### config.mk
export PLATFORM = sky130hd
export DESIGN_NAME = _cmp_lsbf_impl
export DESIGN_NICKNAME = d
export VERILOG_FILES = /design/src/rtl/_cmp_lsbf_impl.sv
export SDC_FILE = /design/constraint.sdc
export NUM_CORES = 1
export LEC_CHECK = 0
export CAP_MARGIN = 20
export CORE_UTILIZATION = 48
export DETAILED_ROUTE_END_ITERATION = 16
export PLACE_DENSITY_LB_ADDON = 0.05
export SLEW_MARGIN = 20
export SYNTH_ARGS = -nofsm -noshare
export SYNTH_HDL_FRONTEND = slang
export SYNTH_SLANG_ARGS = --single-unit
### constraint.sdc
create_clock -name clk -period 3.5 [get_ports clk]
set_clock_uncertainty 0.05 [all_clocks]
set_input_delay 0.7 -clock clk [delete_from_list [all_inputs] [get_ports clk]]
set_output_delay 0.7 -clock clk [all_outputs]
set_load 0.05 [all_outputs]
### src/rtl/_cmp_lsbf_impl.sv
// _cmp_lsbf_impl: LSB-first multi-cycle comparator for branch/set conditions.
// Scans one DIGIT_W-bit digit per cycle; result is an all-ones/all-zeros mask.
module _cmp_lsbf_impl #(
    parameter int DIGIT_W = 4
) (
    input  logic        clk,
    input  logic        rst,
    input  logic        flush,
    input  logic        in_valid,
    output logic        in_ready,
    input  logic [31:0] a,
    input  logic [31:0] b,
    input  logic [2:0]  op,
    output logic        out_valid,
    input  logic        out_ready,
    output logic [31:0] aer
);

    localparam int N  = 32 / DIGIT_W;
    localparam int IW = (N > 1) ? $clog2(N) : 1;

    localparam logic [1:0] S_IDLE = 2'd0;
    localparam logic [1:0] S_RUN  = 2'd1;
    localparam logic [1:0] S_DONE = 2'd2;

    localparam logic [2:0] OP_EQ  = 3'b000;
    localparam logic [2:0] OP_NE  = 3'b001;
    localparam logic [2:0] OP_LT  = 3'b100;
    localparam logic [2:0] OP_GE  = 3'b101;
    localparam logic [2:0] OP_LTU = 3'b110;
    localparam logic [2:0] OP_GEU = 3'b111;

    logic [1:0]         state;
    logic [IW-1:0]      idx;
    logic               lt;
    logic               eq;
    logic [31:0]        ra;
    logic [31:0]        rb;
    logic [2:0]         rop;

    logic               last;
    logic               sgn;
    logic [31:0]        abias;
    logic [31:0]        bbias;
    logic [DIGIT_W-1:0] a_d;
    logic [DIGIT_W-1:0] b_d;
    logic               dig_ne;
    logic               lt_nx;
    logic               eq_nx;
    logic [31:0]        aer_nx;

    assign in_ready = (state == S_IDLE);

    // Digit select with sign-bias applied only on the MSB digit of signed ops
    always_comb begin
        last   = (idx == IW'(N - 1));
        sgn    = last && ((rop == OP_LT) || (rop == OP_GE));
        abias  = ra ^ {sgn, 31'b0};
        bbias  = rb ^ {sgn, 31'b0};
        a_d    = abias[idx*DIGIT_W +: DIGIT_W];
        b_d    = bbias[idx*DIGIT_W +: DIGIT_W];
        dig_ne = (a_d != b_d);
        lt_nx  = dig_ne ? (a_d < b_d) : lt;
        eq_nx  = eq & ~dig_ne;
    end

    // Map the final lt/eq flags onto the condition selected by funct3
    always_comb begin
        aer_nx = 32'h0;
        case (rop)
            OP_EQ:  aer_nx = {32{eq_nx}};
            OP_NE:  aer_nx = {32{~eq_nx}};
            OP_LT:  aer_nx = {32{lt_nx}};
            OP_LTU: aer_nx = {32{lt_nx}};
            OP_GE:  aer_nx = {32{~lt_nx}};
            OP_GEU: aer_nx = {32{~lt_nx}};
            default: aer_nx = 32'h0;
        endcase
    end

    // Control FSM and datapath state; flush aborts, higher digits override
    always_ff @(posedge clk or posedge rst) begin
        if (rst) begin
            state     <= S_IDLE;
            idx       <= '0;
            lt        <= 1'b0;
            eq        <= 1'b1;
            ra        <= '0;
            rb        <= '0;
            rop       <= '0;
            out_valid <= 1'b0;
            aer       <= '0;
        end else if (flush) begin
            state     <= S_IDLE;
            out_valid <= 1'b0;
        end else begin
            case (state)
                S_IDLE: begin
                    if (in_valid) begin
                        ra    <= a;
                        rb    <= b;
                        rop   <= op;
                        idx   <= '0;
                        lt    <= 1'b0;
                        eq    <= 1'b1;
                        state <= S_RUN;
                    end
                end
                S_RUN: begin
                    lt <= lt_nx;
                    eq <= eq_nx;
                    if (last) begin
                        idx       <= '0;
                        aer       <= aer_nx;
                        out_valid <= 1'b1;
                        state     <= S_DONE;
                    end else begin
                        idx <= idx + IW'(1);
                    end
                end
                S_DONE: begin
                    if (out_ready) begin
                        out_valid <= 1'b0;
                        state     <= S_IDLE;
                    end
                end
                default: begin
                    out_valid <= 1'b0;
                    state     <= S_IDLE;
                end
            endcase
        end
    end

endmodule

==> results.md <==
- Of the available clock period, the critical path in the final layout requires about nine tenths.
- The clock insertion delay at the later pin of the skew report is 0.35 ns.
- For this block, the routed nets add up to around 7300 microns of wire.
- The worst setup path is captured at a flip-flop.
- The path length in cells of the critical path is 11.
- Counting both buffers and inverters, the worst setup path holds a total of 0.
- The root buffer cell chosen for the clock tree is sky130_fd_sc_hd__clkbuf_8.
- Of the total synthesized cell area, the portion taken by full adders, half adders and majority gates is between 1.5 and 2%.
- The peak supply drop is approximately 0.00023 V.
- Data on the critical path arrives at its endpoint at between 3 and 4 ns.
- The H-tree generated during clock tree synthesis spans 3 levels.
- The internal power of the cells totals approximately 2.1 mW.
- The initial detailed-routing violation count is approximately 110.
- The floorplan step defined a die boundary enclosing ~8300 sq um.
- Max-cap violations in this run came to 0.
- In this run the worst path has a maximum fanout of 6.
- Leaving out fill and tap cells, the most frequent cell in the layout is sky130_fd_sc_hd__clkdlybuf4s50_1.
- In the synthesized netlist, the number of instances is roughly 270.
- In this run the register-to-register setup slack is 0.33 ns.
- The net count of the finished layout is about 420.
- At the worst endpoint, the required time is between 3 and 4 ns.
- The startpoint type of the worst setup path is a flip-flop.
- The type of the setup path with the least slack is flip-flop to flip-flop.
- The number of remaining DRC errors is 0.
- After global routing the overflow that remains totals 0.
- After floorplanning, the core was divided into 32 placement rows.
- Setup violations remaining at the end of the flow were counted as 0.
- Power spread over the standard cell area amounts to 645 nW/um^2.
- The post-synthesis async set-or-reset flop share is between 90% and 100%.
- The share of power burned in combinational logic is 39.5%.
- The endpoint identified for the worst register-to-register timing path is aer[30].
- The cell type group with the largest total delay on the critical path is adder cells.
- The worst register-to-register path has a depth of 11.
- After synthesis, the share of cell area in mux cells is about a third.
- The path category of the worst min-delay check is flip-flop to flip-flop.
- The worst-path cell with the longest stage delay is sky130_fd_sc_hd__mux4_2.
- In this run, the clock network consumes 23.9% of the power.
- The number of clock sinks is 76.
- The post-synthesis compound-gate area fraction is under 10%.
- TritonCTS built the clock tree.
- The run finished with clean final reports.
- The signal on the critical path passes through ha_1 -> ha_1 -> nand3b_2 -> xnor2_1 -> mux4_2 -> mux2_4 -> ha_1 -> and4_1 -> a211o_1 -> o21a_1 -> o211ai_1.
- Yosys mapped a number of flops with a built-in enable equal to 0.
- Sequential cells were found to cover approximately half of the synthesized design area.
- By area, the combinational part of the netlist is dominated by multiplexers.
- The global placement routability congestion is between 0.7 and 0.8.
- The total power is approximately 3.2 mW.
- Setup repair after global routing left no endpoint under its margin.
- Leaving out fill and tap cells, the most frequent cells in the layout are sky130_fd_sc_hd__clkdlybuf4s50_1 (105), sky130_fd_sc_hd__dfrtp_1 (75), sky130_fd_sc_hd__mux2_2 (69), sky130_fd_sc_hd__mux4_2 (16), sky130_fd_sc_hd__clkbuf_8 (10).
- Of the total synthesized cell area, the portion taken by XOR and XNOR cells is less than 1%.
- The initial antenna violation count is 0.
- In this run, post-CTS repair resized a total of 0 instances.
- Following the worst setup path forward leads to its endpoint at aer[30].
- The maximum clock insertion buffer count is 2.
- Buffers inserted to repair hold after CTS numbered 0.
- The launching instance or port of the critical path is idx[0].
- The synthesized area per cell is approximately 14 sq um.
- Summing the areas of all and, or, nand and nor instances in the mapped netlist gives under 10% of the synthesized area.
- In this design, the stage delay of the slowest critical-path cell is around 0.47 ns.
- The final-report hold violation count is 0.
- The HPWL after detailed placement is roughly 5000 microns.
- Buffers placed on the I/O ports in this run total 105.
- Derived from the worst setup path, the maximum achievable clock frequency is 0.315 GHz.
- Entering global routing, the biggest net connects 47 pins.
- After floorplanning, the core was sized to cover between 7000 and 8000 sq um.
- Compared with the post-synthesis result, the final layout area differs by 30.7%.
- The relative max-transition margin is between 40% and 50%.
- The initial utilization of the core area, before any placement, comes to roughly half.
- Post-CTS timing repair inserted 0 buffers for setup.
- The die span in x is slightly above 90 microns.
- The most common cell type on the critical path is sky130_fd_sc_hd__ha_1.
- The number of different library cells used by synthesis comes to 35.
- Yosys printed 0 warnings.
- In the final layout, the share of cells above drive strength 1 is between 30% and 40%.
- Counting every net in the synthesized netlist gives around 350.
- The detail-routed via count per cell is roughly 5.2.
- The number of iterations in the first detailed-routing pass is 4.
- The max-slew violation count is 0.
- For this run, the leading register cell type out of synthesis is sky130_fd_sc_hd__dfrtp_1.
- The final setup TNS is 0 ns.
- The number of global-route vias before repair was ~2.4k.
- The die extent in y is 90.9 microns.
- The transition time at the pin with the least slew margin is 0.864 ns.
- After synthesis the cells add up to 3800 sq um.
- The standby leakage power is ~2.0 nW.
- In this run, flip-flops and latches consume between 30% and 40% of the power.
- The clock-pin slew on the worst setup and hold paths is around 0.08 ns.
- In this run the remaining antenna-violating nets after routing total 0.
- The routed wire length per instance is 16.1 microns.
- The worst register-to-register path begins at idx[0].
- The final critical-path required period is between 3 and 4 ns.
- Net switching is 35.6% of the power.
- During I/O placement, the number of pins put on the boundary was around 110.
- The switching power is around 1.1 mW.
- The first global-routing pass estimated 12,100 microns of wire.
- Clock tree synthesis inserted a total of 9 buffers.
- 0 antenna diodes ended up in the layout.
- The combined global-route utilization of all metal layers is between 10% and 20%.
- The total number of vias is between 2k and 2.5k.
- The count of state elements after synthesis is between 70 and 80.
[state kept, by name, indices dropped and copies added (netlist names)]
| register | cells |
|---|---|
| out_valid | 1 |
| ra | 32 |
| rop | 3 |
| lt | 1 |
| idx | 3 |
| aer | 1 |
| eq | 1 |
| rb | 32 |
| state | 2 |
[stage by stage]
step | cells | hold WS (ns) | cell area, sq um | setup WS (ns) | utilization (%)
after global routing | 451 | 0.472 | 4960 | 0.144 | 64.6
final | 451 | 0.454 | 4960 | 0.329 | 64.6
after detailed placement | 435 | 0.439 | 4730 | 0.384 | 61.5
after global placement | 435 | 0.433 | 4730 | 0.487 | 61.5
after floorplan | 267 | 0.400 | 3800 | 0.617 | -
after CTS | 451 | 0.458 | 4960 | 0.319 | 64.6
[cell type report]
type	count	area, sq um
Clock buffer	10	138
Clock inverter	6	95.1
Fill cell	619	2720
Inverter	2	7.51
Multi-Input combinational cell	144	1580
Sequential cell	76	1900
Tap cell	102	128
Timing Repair Buffer	111	1110
[routing by layer]
| layer | up-vias | routed length [microns] | global-route usage [%] |
|---|---|---|---|
| met5 | - | 0 | 0 |
| met4 | 0 | 150 | 7.67 |
| met3 | 12 | 406 | 5.70 |
| met2 | 81 | 3450 | 29.9 |
| met1 | 1162 | 3260 | 25.3 |
| li1 | 1099 | - | - |
[worst min path at each step]
| stage | start | to | slack [ns] | cells after the start |
|---|---|---|---|---|
| after floorplan | lt | lt | 0.40 | 2 |
| after global placement | lt | lt | 0.43 | 2 |
| after detailed placement | lt | lt | 0.44 | 2 |
| after CTS | lt | lt | 0.46 | 2 |
| after global routing | ra[12] | ra[12] | 0.47 | 1 |
| final | lt | lt | 0.45 | 2 |
[worst register-to-register path, cell delays in order (launching register included)]
cell and delay [ns]:
sky130_fd_sc_hd__dfrtp_1 0.35, sky130_fd_sc_hd__ha_1 0.15, sky130_fd_sc_hd__ha_1 0.28, sky130_fd_sc_hd__nand3b_2 0.14, sky130_fd_sc_hd__xnor2_1 0.14, sky130_fd_sc_hd__mux4_2 0.47
sky130_fd_sc_hd__mux2_4 0.28, sky130_fd_sc_hd__ha_1 0.34, sky130_fd_sc_hd__and4_1 0.22, sky130_fd_sc_hd__a211o_1 0.30, sky130_fd_sc_hd__o21a_1 0.19, sky130_fd_sc_hd__o211ai_1 0.17
[power groups by stage]
stage,registers [mW],logic (mW),clock network [mW]
6_report,1.17,1.27,0.766
2_1_floorplan,1.16,1.04,0
4_1_cts,1.17,1.28,0.792
5_1_grt,1.20,1.33,0.827
3_3_place_gp,1.18,1.26,0
3_5_place_dp,1.19,1.27,0
[kinds of logic after synthesis]
logic type,Yosys count
compound gates,21
xor+xnor,2
fa+ha+maj,6
buf+inv,47
flops,76
mux,90
simple gates,25
[cell usage after synthesis (2+ instances only)]
| master | number | area share [%] |
|---|---|---|
| sky130_fd_sc_hd__a21oi_1 | 4 | 0.53 |
| sky130_fd_sc_hd__a32o_1 | 3 | 0.79 |
| sky130_fd_sc_hd__and4_1 | 2 | 0.46 |
| sky130_fd_sc_hd__buf_2 | 6 | 0.79 |
| sky130_fd_sc_hd__buf_4 | 35 | 6.9 |
| sky130_fd_sc_hd__clkbuf_1 | 2 | 0.20 |
| sky130_fd_sc_hd__dfrtp_1 | 75 | 49 |
| sky130_fd_sc_hd__ha_1 | 6 | 2.0 |
| sky130_fd_sc_hd__inv_1 | 2 | 0.20 |
| sky130_fd_sc_hd__mux2_2 | 69 | 20 |
| sky130_fd_sc_hd__mux2i_1 | 4 | 1.1 |
| sky130_fd_sc_hd__mux4_2 | 16 | 9.5 |
| sky130_fd_sc_hd__nand2_1 | 5 | 0.49 |
| sky130_fd_sc_hd__nand2b_1 | 2 | 0.33 |
| sky130_fd_sc_hd__nor2_1 | 9 | 0.89 |
| sky130_fd_sc_hd__o211a_1 | 2 | 0.53 |
| sky130_fd_sc_hd__o211ai_1 | 2 | 0.40 |
| sky130_fd_sc_hd__o21ai_0 | 4 | 0.53 |
| sky130_fd_sc_hd__o31ai_1 | 2 | 0.40 |
| sky130_fd_sc_hd__xnor2_1 | 2 | 0.46 |
Power figures use the tool's default switching activity.
==> variant 1 (config.mk and constraints unchanged) <==
Set the parameter `DIGIT_W` to 8 (it was 4).
--- a/src/rtl/_cmp_lsbf_impl.sv
+++ b/src/rtl/_cmp_lsbf_impl.sv
@@ -1,7 +1,7 @@
 // _cmp_lsbf_impl: LSB-first multi-cycle comparator for branch/set conditions.
 // Scans one DIGIT_W-bit digit per cycle; result is an all-ones/all-zeros mask.
 module _cmp_lsbf_impl #(
-    parameter int DIGIT_W = 4
+    parameter int DIGIT_W = 8
 ) (
     input  logic        clk,
     input  logic        rst,
Formal check against the unedited RTL: not equivalent (a bounded check fails within 10 cycles, from zero or initial values and one cycle with rst high).
==> variant 1 against the unedited design <==
Design area shrank 0.38%. Final cell count shrank 0.44%. Sequential share of layout area shrank 0.36 points. Power grew 7.4%. Setup slack gained 0.26 ns. Area after synthesis shrank 0.59%. Maximum frequency grew 8.8%. Via count shrank 0.98%. Sequential cell count shrank 1. Count of clock-buffer cells in the layout grew 1. Wire length shrank 5.2%. Critical path type is now flop to output port. Largest cell class unchanged.
==> variant 1: results (changes against the unedited design) <==
- Outcome: completed
- Drt first-iter violations: 78 (-28%)
- Met3 Use GR: 0.0412 (-0.0157)
- Post-synth cell types: 36 (+2.9%)
- Clk root buf: clkbuf_8
- GR Util All Layers: 0.181 (-0.0107)
- Largest stage delay, worst path: 0.95 ns (+0.48 ns)
- Share of layout cells above drive strength 1: 0.314 (-0.0124)
- Global Route met1 Usage: 0.246 (-0.00754)
- # fillers: 554 (-11%)
- Post-synthesis sequential area ratio: 0.498 (-0.00364)
- Final GP Congestion: 0.782 (about the same)
- Worst Setup EP: aer[21]
- Syn nets: 350 (+1.4%)
- Routed wl met3: 392 µm (-3.4%)
- Yosys warnings: 0 (unchanged)
- Max VDD drop: 0.314 mV (+35%)
- WP data arrival: 2.16 ns (-1.23 ns)
- Lkg Pwr: 0.00200 µW (-0.38%)
- Insertion delay to the later sink of the worst-skew pair: 0.33 ns (-0.02 ns)
- M1 WL: 3.10 mm (-4.9%)
- Met2 GRT Util: 0.283 (-0.0158)
- R2R Setup Slk: 0.61 ns (+0.28 ns)
- Largest net degree at the start of global routing: 76 (+62%)
- Vias in the first global route: 2386 (-0.54%)
- Critical Path Fanout Max: 33 (+27)
- Final WL: 6.88 mm (-5.2%)
- Placed cell areas: 4700 µm² (-0.74%)
- H-tree depth: 3 (unchanged)
- First-pass GRT wire length: 11.6 mm (-3.5%)
- Nets: 427 (+1.2%)
- Top delay family on crit path: buffers and inverters
- Vias per inst: 5.19 (-0.54%)
- Most common library cells after synthesis: dfrtp_1 (74), mux2_2 (67), buf_4 (33)
- Max-Slew Margin vs Limit: 0.451 (+0.0263)
- R2r worst-path depth: 10 (-1)
- CP Launch Point: aer[30]$_DFFE_PP0P_
- Biggest regs: ra x32, rb x32, rop x3
- HPWL after DPL: 4.85 mm (-4.0%)
- Ys async rst share: 1.00 (unchanged)
- Dominant cells by area after synthesis: dfrtp_1 (49%), mux2_2 (20%), mux4_2 (9.5%)
- CP max-delay cell: clkdlybuf4s50_1
- Met2 Wirelength: 3.27 mm (-5.2%)
-- variant 1: cell types whose count changed in the layout (fill, tap and decap cells not counted), moves of 2 or more --
cell / unedited run / this run
a32o_1: 3 / 1
and3_4: 0 / 2
and4_1: 2 / 0
buf_4: 5 / 2
ha_1: 6 / 9
inv_1: 1 / 8
mux2_2: 69 / 67
mux2i_1: 4 / 0
nand4_1: 0 / 2
nor3_1: 0 / 2
o211a_1: 2 / 0
-- variant 1: through the flow --
stage	cells	hold slack (ns)	setup slack (ns)	utilization	power [µW]
after floorplan	269	0.400	0.824	-	2360
after global placement	434	0.435	0.730	0.634	2630
after detailed placement	434	0.439	0.652	0.634	2660
after CTS	449	0.455	0.541	0.667	3480
after global routing	449	0.472	0.432	0.667	3640
final	449	0.457	0.586	0.667	3440
-- variant 1: cells by family (layout without fill, tap and decap cells) --
family | Yosys count | in the layout | share of synthesized area
and+or+nand+nor | 26 | 26 | 0.0394
xor gates and xnor gates | 3 | 3 | 0.00696
buffers and inverters | 52 | 133 | 0.0925
AOI/OAI and AO/OA | 21 | 21 | 0.0385
muxes | 83 | 83 | 0.295
adders and majority gates | 9 | 9 | 0.0298
DFF | 75 | 75 | 0.498
-- variant 1: worst min path at each step --
| stage | startpoint | cells past startpoint | slack (ns) | to |
|---|---|---|---|---|
| global route | rb[28]$_DFFE_PP0P_ | 1 | 0.47 | rb[28]$_DFFE_PP0P_ |
| global placement | rb[24]$_DFFE_PP0P_ | 1 | 0.44 | rb[24]$_DFFE_PP0P_ |
| floorplan | lt$_DFFE_PP0P_ | 2 | 0.40 | lt$_DFFE_PP0P_ |
| CTS | lt$_DFFE_PP0P_ | 2 | 0.45 | lt$_DFFE_PP0P_ |
| finish | lt$_DFFE_PP0P_ | 2 | 0.46 | lt$_DFFE_PP0P_ |
| detailed placement | lt$_DFFE_PP0P_ | 2 | 0.44 | lt$_DFFE_PP0P_ |
-- variant 1: worst reg2reg max path, cell delays in order (launching register included) --
cell and delay [ns]:
dfrtp_1 0.35, ha_1 0.29, nand3b_1 0.18, xnor2_1 0.15, mux4_2 0.48, ha_1 0.33
and3_4 0.19, and3_4 0.18, a22o_1 0.26, o21a_1 0.18, o31ai_2 0.17
-- variant 1: power by group --
part	internal (µW)	total, µW	switching, µW
Clock	509	815	306
Combinational	667	1450	784
Sequential	1050	1180	126
Total	2230	3440	1220
-- variant 1: cell type report --
class | instances | area share
clock inverter | 4 | 0.0197
tap | 99 | 0.0251
clock buffer | 11 | 0.0306
multi-input combinational | 142 | 0.314
inverter | 9 | 0.00683
timing repair buffer | 109 | 0.224
sequential | 75 | 0.380
==> variant 2 (same settings) <==
Without the edit above. Reset style: synchronous (`rst`), changed in one clocked block.
--- a/src/rtl/_cmp_lsbf_impl.sv
+++ b/src/rtl/_cmp_lsbf_impl.sv
@@ -79,7 +79,7 @@
     end
 
     // Control FSM and datapath state; flush aborts, higher digits override
-    always_ff @(posedge clk or posedge rst) begin
+    always_ff @(posedge clk) begin
         if (rst) begin
             state     <= S_IDLE;
             idx       <= '0;
Check against the original RTL: differs if rst is asserted again (counterexample within 4 cycles, from zero or initial values and one cycle with rst high); with rst held inactive, the same outputs for 10 cycles.
==> variant 2 against the unedited design <==
Wire length rose by 5.4%. Setup slack got worse by 0.15 ns. Via count rose by 25%. Largest cell class is now multi-input gates. Design area fell by 6.5%. Sequential cell count did not move. Area after synthesis fell by 4.3%.
Power is not compared: it rests on default switching activity, and its combinational part moved more than twofold at a synthesized area within 25%.
==> variant 2: results (changes against the unedited design) <==
- WP data arrival: 3.50 ns (+0.11 ns)
- CTS buffer count: 9 (unchanged)
- CTS max path bufs: 2 (unchanged)
- End of the worst register-to-register path: aer[30]$_SDFFE_PP0P_
- Port bufs: 105 (unchanged)
- Nets: 555 (+32%)
- Ys async rst share: 0 (-1.00)
- Antenna Cells: 0 (unchanged)
- Outcome: completed
- Most common library cells after synthesis: nand2_1 (117), dfxtp_1 (76), a21oi_1 (71)
- CP max-delay cell: mux4_2
- Initial antenna violation count: 0 (unchanged)
- Placed cell areas: 4460 µm² (-5.7%)
- Clk root buf: clkbuf_8
- Insertion delay to the later sink of the worst-skew pair: 0.34 ns
- Hold Path Class: flop to flop
- Critical Path Fanout Max: 5 (-1)
- First-pass DRT Iterations: 5 (+1)
- Vias in the first global route: 2692 (+12%)
- R2r worst-path depth: 12 (+1)
- Worst-Margin Slew: 0.887 ns (+0.0236 ns)
- Dominant cells by area after synthesis: dfxtp_1 (42%), nand2_1 (12%), mux4_2 (9.9%)
- Lkg Pwr: 0.00162 µW
- Share of layout cells above drive strength 1: 0.143 (-0.183)
- Worst-path clk slew: 0.08 ns (about the same)
- GR Util All Layers: 0.206 (+0.0142)
- Setup bufs post-CTS: 0 (unchanged)
- Top delay family on crit path: multiplexers
- First-pass GRT wire length: 12.4 mm (+3.1%)
- Largest stage delay, worst path: 0.45 ns (-0.02 ns)
- Post-synthesis sequential area ratio: 0.419 (-0.0823)
- Syn nets: 493 (+43%)
- R2R Setup Slk: 0.18 ns (-0.15 ns)
- CP Launch Point: idx[1]$_SDFFE_PP0P_
- Vias: 2936 (+25%)
- Final WL: 7.65 mm (+5.4%)
- Max VDD drop: 0.290 mV
- Worst Setup EP: aer[30]$_SDFFE_PP0P_
- Post-synth cell types: 33 (-5.7%)
- HPWL after DPL: 5.30 mm (+4.9%)
- Biggest regs: ra x32, rb x32
- H-tree depth: 3 (unchanged)
- Drt first-iter violations: 88 (-19%)
- Largest net degree at the start of global routing: 68 (+45%)
- Final GP Congestion: 0.758 (-3.0%)
==> variant 2: cell types whose count changed in the layout (fill, tap and decap cells not counted), moves of 3 or more <==
cell	before	now
a21oi_1	4	71
dfxtp_1	0	76
a22oi_1	0	3
o21ai_0	4	0
nand2_1	5	117
mux2_2	69	4
dfrtp_1	75	0
a32o_1	3	0
nor2_1	9	12
nand2_2	0	20
==> variant 2: worst min-delay path by stage <==
stage	from	endpoint	slack, ns	depth (start not counted)
floorplan	ra[8]$_SDFFE_PP0P_	ra[8]$_SDFFE_PP0P_	0.38	2
global placement	rb[9]$_SDFFE_PP0P_	rb[9]$_SDFFE_PP0P_	0.39	2
detailed placement	rb[10]$_SDFFE_PP0P_	rb[10]$_SDFFE_PP0P_	0.40	2
CTS	rb[10]$_SDFFE_PP0P_	rb[10]$_SDFFE_PP0P_	0.41	2
global route	rb[25]$_SDFFE_PP0P_	rb[25]$_SDFFE_PP0P_	0.42	2
finish	rb[27]$_SDFFE_PP0P_	rb[27]$_SDFFE_PP0P_	0.41	2
==> variant 2: cell families (layout without fill, tap and decap cells) <==
logic type	Yosys count	in the layout	synth area share
and+or+nand+nor	163	163	0.198
AOI/OAI and AO/OA	82	82	0.123
adders and majority gates	6	6	0.0207
DFF	76	76	0.419
buffers and inverters	61	127	0.110
muxes	24	24	0.123
xor gates and xnor gates	3	3	0.00724
==> variant 2: area by class of cell <==
type	instances	area, µm²
clock inverter	5	37.5
sequential	76	1520
clock buffer	10	138
tap	99	124
timing repair buffer	112	1100
fill	705	2650
multi-input combinational	278	1720
==> variant 2: tightest hold or removal path: stages (launching register included) <==
cell and delay (ns):
dfxtp_1 0.31, nand2_1 0.05, a21oi_1 0.05
==> variant 2: stage by stage <==
| step | std cells | setup slack, ns |
|---|---|---|
| 2_1_floorplan | 415 | 0.373 |
| 3_3_place_gp | 565 | 0.253 |
| 3_5_place_dp | 565 | 0.143 |
| 4_1_cts | 580 | 0.140 |
| 5_1_grt | 580 | 0.0306 |
| 6_report | 580 | 0.180 |
==> variant 2: report_power, final <==
part	internal (µW)	switching (µW)	total, µW
Combinational	134	105	239
Sequential	901	22.2	924
Clock	275	308	583
Total	1310	435	1740
==> variant 2: routing by layer <==
| metal | vias to the layer above | GRT usage | wire (µm) |
|---|---|---|---|
| li1 | 1487 | - | - |
| met1 | 1345 | 0.272 | 3450 |
| met2 | 94 | 0.343 | 3690 |
| met3 | 10 | 0.0416 | 399 |
| met4 | 0 | 0.0664 | 110 |
| met5 | - | 0 | 0 |
==> variant 2: timing repair <==
| action | CTS | global route |
|---|---|---|
| gates resized for setup | 0 | 1 |
| setup endpoints to repair | 0 | 1 |
| endpoints found under the hold margin | 0 | 0 |
